==> src/rtl/work_loader.sv <==
// -----------------------------------------------------------------------------
// work_loader
//
// Loads one mining work unit from a stream of 32-bit header words. The first
// MID_WORDS accepted words are shifted into the midstate register and the next
// TAIL_WORDS into the block-tail register. Each register holds its first word
// in the MSBs. The shift timer is driven through controller_state so that it
// counts exactly the accepted words. The timer's done flags then sequence the
// load. A finished unit is offered to the hash core with work_valid and is
// released by work_accept.
//
// Ports:
//   clk                   system clock, rising edge
//   rst                   synchronous active-high reset
//   start                 begin a new load (sampled in IDLE only)
//   abort                 abandon the current load, return to IDLE
//   word_in/word_valid    header word input, qualified by word_valid
//   word_ready            word taken when word_valid && word_ready
//   midstate_shifts_done  timer flag: MID_WORDS words counted
//   remaining_shifts_done timer flag: MID_WORDS+TAIL_WORDS words counted
//   controller_state      timer control code (000 clears it; 001/010 count)
//   work_valid            midstate/block_tail hold a complete work unit
//   work_accept           hash core takes the work unit
//   midstate, block_tail  loaded data
//   busy                  high in any state other than IDLE
//
// Build option:
//   WORK_LOADER_BYTESWAP_EN  byte-reverse every accepted word before shifting
//                            (little-endian host header order)
// -----------------------------------------------------------------------------
module work_loader #(
   parameter int WORD_W     = 32,
   parameter int MID_WORDS  = 8,
   parameter int TAIL_WORDS = 16
) (
   input  logic                         clk,
   input  logic                         rst,
   input  logic                         start,
   input  logic                         abort,
   input  logic [WORD_W-1:0]            word_in,
   input  logic                         word_valid,
   output logic                         word_ready,
   input  logic                         midstate_shifts_done,
   input  logic                         remaining_shifts_done,
   output logic [2:0]                   controller_state,
   output logic                         work_valid,
   input  logic                         work_accept,
   output logic [MID_WORDS*WORD_W-1:0]  midstate,
   output logic [TAIL_WORDS*WORD_W-1:0] block_tail,
   output logic                         busy
);

   localparam int MID_W  = MID_WORDS * WORD_W;
   localparam int TAIL_W = TAIL_WORDS * WORD_W;

   typedef enum logic [1:0] {
      IDLE     = 2'd0,
      LOAD_MID = 2'd1,
      LOAD_REM = 2'd2,
      DONE     = 2'd3
   } state_t;

   state_t              state;
   state_t              state_next;
   logic                accept;
   logic [WORD_W-1:0]   word_shift;

   // Word as it enters the shift registers.
`ifdef WORK_LOADER_BYTESWAP_EN
   always_comb begin
      // NOTE: every bit is assigned on each pass through this block, so no
      // latch is inferred; the same rule holds for all always_comb blocks here.
      word_shift = '0;
      for (int i = 0; i < WORD_W / 8; i++) begin
         word_shift[i*8 +: 8] = word_in[WORD_W-8-i*8 +: 8];
      end
   end
`else
   assign word_shift = word_in;
`endif

   // Ready comes from state and the timer flags only, never from word_valid,
   // so the source may wait for ready without a combinational loop.
   always_comb begin
      word_ready = 1'b0;
      case (state)
         LOAD_MID: word_ready = !midstate_shifts_done;
         LOAD_REM: word_ready = !remaining_shifts_done;
         default:  word_ready = 1'b0;
      endcase
   end

   assign accept = word_valid && word_ready;
   assign busy   = (state != IDLE);

   // Mealy timer code: the timer advances only in cycles that take a word.
   always_comb begin
      controller_state = 3'b000;
      case (state)
         IDLE:     controller_state = 3'b000;
         LOAD_MID: controller_state = accept ? 3'b001 : 3'b011;
         LOAD_REM: controller_state = accept ? 3'b010 : 3'b100;
         DONE:     controller_state = 3'b101;
         default:  controller_state = 3'b000;
      endcase
   end

   // Next state. abort overrides everything, including start in IDLE. The
   // done flag that is not expected in the current state is ignored.
   always_comb begin
      state_next = state;
      if (abort) begin
         state_next = IDLE;
      end else begin
         case (state)
            IDLE:     if (start)                 state_next = LOAD_MID;
            LOAD_MID: if (midstate_shifts_done)  state_next = LOAD_REM;
            LOAD_REM: if (remaining_shifts_done) state_next = DONE;
            DONE:     if (work_accept)           state_next = IDLE;
            default:                             state_next = IDLE;
         endcase
      end
   end

   always_ff @(posedge clk) begin
      // NOTE: sequential state uses non-blocking assignments so that every
      // flop samples pre-edge values regardless of statement order.
      if (rst) begin
         // NOTE: the data registers are reset here because they are plain
         // flops. They are also visible outputs and must read 0 after reset.
         state      <= IDLE;
         work_valid <= 1'b0;
         midstate   <= '0;
         block_tail <= '0;
      end else begin
         state      <= state_next;
         // Registered copy of (state == DONE), aligned with the state flop.
         work_valid <= (state_next == DONE);
         if (accept && state == LOAD_MID) begin
            midstate <= {midstate[MID_W-WORD_W-1:0], word_shift};
         end
         if (accept && state == LOAD_REM) begin
            block_tail <= {block_tail[TAIL_W-WORD_W-1:0], word_shift};
         end
      end
   end

endmodule
==> config.mk <==
export PLATFORM = sky130hd
export DESIGN_NAME = work_loader
export DESIGN_NICKNAME = d
export VERILOG_FILES = /design/src/rtl/work_loader.sv
export SDC_FILE = /design/constraint.sdc
export NUM_CORES = 2
export LEC_CHECK = 0
export ABC_AREA = 1
export CAP_MARGIN = 10
export CORE_AREA = 3 3 314 316
export DETAILED_ROUTE_END_ITERATION = 10
export DIE_AREA = 0 0 317 319
export PLACE_DENSITY_LB_ADDON = 0.3
export SETUP_SLACK_MARGIN = 0.15
export SYNTH_ARGS = -nofsm -noshare
export SYNTH_HDL_FRONTEND = slang
export SYNTH_SLANG_ARGS = --single-unit
==> constraint.sdc <==
create_clock -name clk -period 2.6 [get_ports clk]
set_input_delay 0.65 -clock clk [delete_from_list [all_inputs] [get_ports clk]]
set_output_delay 0.65 -clock clk [all_outputs]
set_load 0.02 [all_outputs]
# Word level (Yosys, flattened, before mapping)
# Cells that the tools add are included.
# word_totals
out_inout_bits,774
word_cells,25
reg_bits,771
input_bits,40
# op_classes
eq_ne,4
n_mux,10
n_reduce_logical,7
# op_table
op,count
2-bit 2-to-1 mux,6
3-bit case mux with 4 select lines,1
2-bit case mux with 4 select lines,1
"2-bit == test, second input constant",3
1-bit logical AND,3
3-bit 2-to-1 mux,1
"2-bit by 1-bit == test with 1-bit output, second input constant",1
1-bit zero test,2
2-bit zero test,1
1-bit case mux with 2 select lines,1
2-bit nonzero test,1

# Logic depth before layout (Yosys ltp)
# logic_depth
ltp_word,5
mapped_depth,10
ltp_nobuf,8

# Worst setup path before layout
# No wires, ideal clock.
# synth_timing
path_kind,register -> output
start,register state[1]
end,output controller_state[1]
n_path_buf,0
t_arrival_ns,1.469
path_slack_ns,0.481
t_required_ns,1.950
stages_incl_launch_ff,7
cell_sequence,dfxtp_1 inv_1 ha_1 nand2_1 nand2_1 nand3_1 o21ai_0
# synth_between
elab_chain_len,5
word_cells_on_any_way,9
cone_classes,eq/ne: 3; mux: 4; reduce/logical: 2
# synth_rtl
element,line_no,source
start: declaration,63,state_t state;
start signal: assignment,136,state <= state_next;
2-bit == test or 2-bit by 1-bit == test with 1-bit output (tied branches),"86, 99",
1-bit case mux with 2 select lines,86,case (state)
1-bit logical AND,93,assign accept = word_valid && word_ready;
3-bit 2-to-1 mux or 2-bit 2-to-1 mux (tied branches),"102, 101",
3-bit case mux with 4 select lines *,99,case (state)
end: declaration,45,"output logic [2:0] controller_state,"
# Mark *: on every way between the ends. The rest lies on a longest branch, timed or not.

# Worst setup path in the final report
# layout_timing
start,input remaining_shifts_done
end,output controller_state[1]
# layout_between
elab_chain_len,5
word_cells_on_any_way,6
cone_classes,mux: 4; reduce/logical: 2
# layout_rtl
element,line_no,source
start: declaration,44,"input logic remaining_shifts_done,"
1-bit zero test *,88,LOAD_REM: word_ready = !remaining_shifts_done;
1-bit case mux with 2 select lines *,86,
1-bit logical AND *,93,
3-bit 2-to-1 mux or 2-bit 2-to-1 mux (tied branches),"102, 101",
3-bit case mux with 4 select lines *,99,
# Marked as above.

==> metrics.txt <==
status=finished with violations; failing checks=negative setup slack; Post-Syn Nets=around 5,000; Routed Antenna Nets=0; Synth top area share=between 40 and 50%; Final Max Tran Viols=0; Final Hold Fails=0; mean post-synth cell area=6.37 um2; global-route wire length before repair=165,000 um; register-to-register setup slack=0.43 ns; CTS Buffer Depth=3; CTS tree=yes; clock transition at the registers of the reported paths=approximately 0.06 ns; Seq/Total Area, Yosys=a little under 50%; Period minus WS final=around 2.7 ns; maximum VDD drop=391 uV; FF-to-FF Start=state[0]; worst hold start=midstate[28]; DIE AREA=around 0.10 mm2; Placer Congestion=around 0.90; Seq cells post-synth=approximately 770; layout cell share with drive strength beyond 1=between 5 and 6%; most common cell after layout, fill and taps aside=nor2_1; Hold Path End=midstate[60]; synthesized area=roughly 0.031 mm2; CTS root buf=clkbuf_16; Critical Path Max Stage Delay=around 0.45 ns; Congestion Overflow GR=0; Top Family by Delay on Critical Path=buffers and inverters; worst path buffer plus inverter count=5; synth top area cells=dfxtp_1, nand2_1, nor2_1; hold depth=2; CTS Sinks=roughly 770; initial core utilization=between 30% and 40%; Vias=between 20,000 and 30,000; Pre-antenna DRT Iters=5; crit path max-delay cell type=clkdlybuf4s50_1; core area=approximately 0.096 mm2; die width=approximately 320 um; Power Density=554 mW/mm2; Layout Utilization=between 40% and 50%; Crit path arrival time=between 2 and 2.5 ns; crit-path cells=clkdlybuf4s50_1 -> inv_4 -> nand2_4 -> nand2_4 -> nand3_4 -> buf_6 -> o21ai_4 -> buf_6 -> buf_12; RSZ-0062 raised after global routing=true; Tcrit/Tclk final=104%; Multi-input gate area=between 0.01 and 0.015 mm2; clock latency on the worst-skew pair=0.66 ns; total track usage=21.4%; commonest cells after routing, fill and taps aside=nor2_1, nand2_1, inv_1; Post-DP HPWL=approximately 84,000 um; worst r2r dst=block_tail[36]; Vias/cell=between 4 and 5; Die Y=319 um; hold buffers post-CTS=0; 1st-iter DRT viols=around 2,000; worst-margin pin slew=between 0.5 and 0.6 ns; Layout Nets=approximately 5,700; final setup fails=2; area grow syn2layout=42.2%; port bufs=between 800 and 900; hold crit path type=reg -> reg; Worst setup EP type=primary output; CTS Buf Count=between 80 and 90; final hold slack=0.478 ns; vias in the first global route=between 20,000 and 30,000; pin count of the biggest net entering global routing=105; Wirelength per Cell=approximately 16 um; Max H-tree Level=3; leading area contributor after synthesis=dfxtp_1; row count=roughly 110; Routed WL=112,000 um; DR DRC count=0; Setup Skew=0.0312 ns; cell total after placement=about 6,900; critical path peak fanout=2; fin cells=just over 7,000; io pins=814; crit path launch type=input pin; Reg area=0.0154 mm2; Required @ worst endpoint=1.95 ns; Yosys warning total=0; antenna violations before repair=3; Post-DP Area=around 0.042 mm2; Max-slew headroom=between 60% and 70%; Fill cells=9,748; Achievable Freq=369 MHz; Distinct cells, synth=16; Pleak=around 25 nW; setup slack after layout=-0.110 ns; Max-cap violations=0; Mapped Cells=between 4,000 and 5,000; depth of the worst register-to-register path=11; CP Class=in -> out; Post-Layout Inst Area=0.0445 mm2
-- cells in the mapped netlist (all sizes together) --
| cell | count |
|---|---|
| buf | 151 |
| nand3 | 4 |
| a21oi | 1 |
| o21ai | 3 |
| a21boi | 1 |
| inv | 778 |
| dfxtp | 771 |
| nand4 | 2 |
| nand3b | 1 |
| clkinv | 1 |
| clkbuf | 103 |
| ha | 6 |
| o211ai | 2 |
| nand2 | 1543 |
| nor2 | 1543 |
-- worst max path at each step --
stage                                      from             endpoint  slack [ns]  cells after the start
after floorplan                        state[1]  controller_state[1]        0.48                      6
after global placement     midstate_shifts_done  controller_state[2]       -0.83                      9
after detailed placement   midstate_shifts_done  controller_state[2]       -0.79                      9
after CTS                              state[1]  controller_state[1]       -0.19                      9
after global routing                   state[0]  controller_state[1]       -0.20                      9
final                     remaining_shifts_done  controller_state[1]       -0.11                      9
-- registers in the layout (all words and copies together), names as in the netlist --
register,count
state,2
midstate,256
block_tail,512
work_valid,1
-- power by group --
| group | internal, mW | switching [mW] |
|---|---|---|
| clock network | 7.27 | 4.98 |
| logic | 0.202 | 0.341 |
| registers | 11.8 | 0.0136 |
| total | 19.3 | 5.33 |
-- area by class of cell --
class                   instances  share of cell area (%)
diodes                          5                  0.0281
clock buffers                 130                    5.76
clock inverters                21                   0.582
inverters                     779                    6.62
multi-input cells            3106                    26.8
flip-flops and latches        771                    34.7
well taps                    1276                    3.59
repair buffers                950                    21.9
-- per-stage QoR --
step / worst slack (ns) / power [mW] / setup TNS [ns]
floorplan: 0.481 / 12.3 / 0
global placement: -0.825 / 12.6 / -4.22
detailed placement: -0.792 / 12.6 / -3.81
CTS: -0.186 / 25.0 / -0.304
global route: -0.201 / 25.4 / -0.395
finish: -0.110 / 24.6 / -0.148
-- worst min-delay path, stage by stage, from the launching register on --
cell and delay [ns]:
dfxtp_1 0.32, nor2_1 0.10, nor2_1 0.05
-- repair_timing --
action                     in CTS  in global routing
cloned                          0                  0
gates resized for setup       140                 14
hold endpoints to repair        0                  0
setup endpoints to repair      98                  7
pin swaps                       5                  6
setup buffers                   6                  2
-- kinds of logic after synthesis --
group	count (synthesis)	synth area share, %
AND/OR/NAND/NOR	3093	37.2
buffers and inverters	1033	13.1
adder cells (fa/ha/maj)	6	0.240
AO/OA/AOI/OAI	7	0.136
flip-flops	771	49.3
-- metal layers --
metal  part of all wire [%]  track usage, %  routed length (um)  vias up
li1                       -               -                   -    15500
met4                    3.6            8.03                4020        2
met2                     47            36.1               53000      695
met1                     42            25.9               47600    12600
met5                  0.014               0                  16        -
met3                    6.9            5.73                7810      173
(Power assumes the default switching activity.)
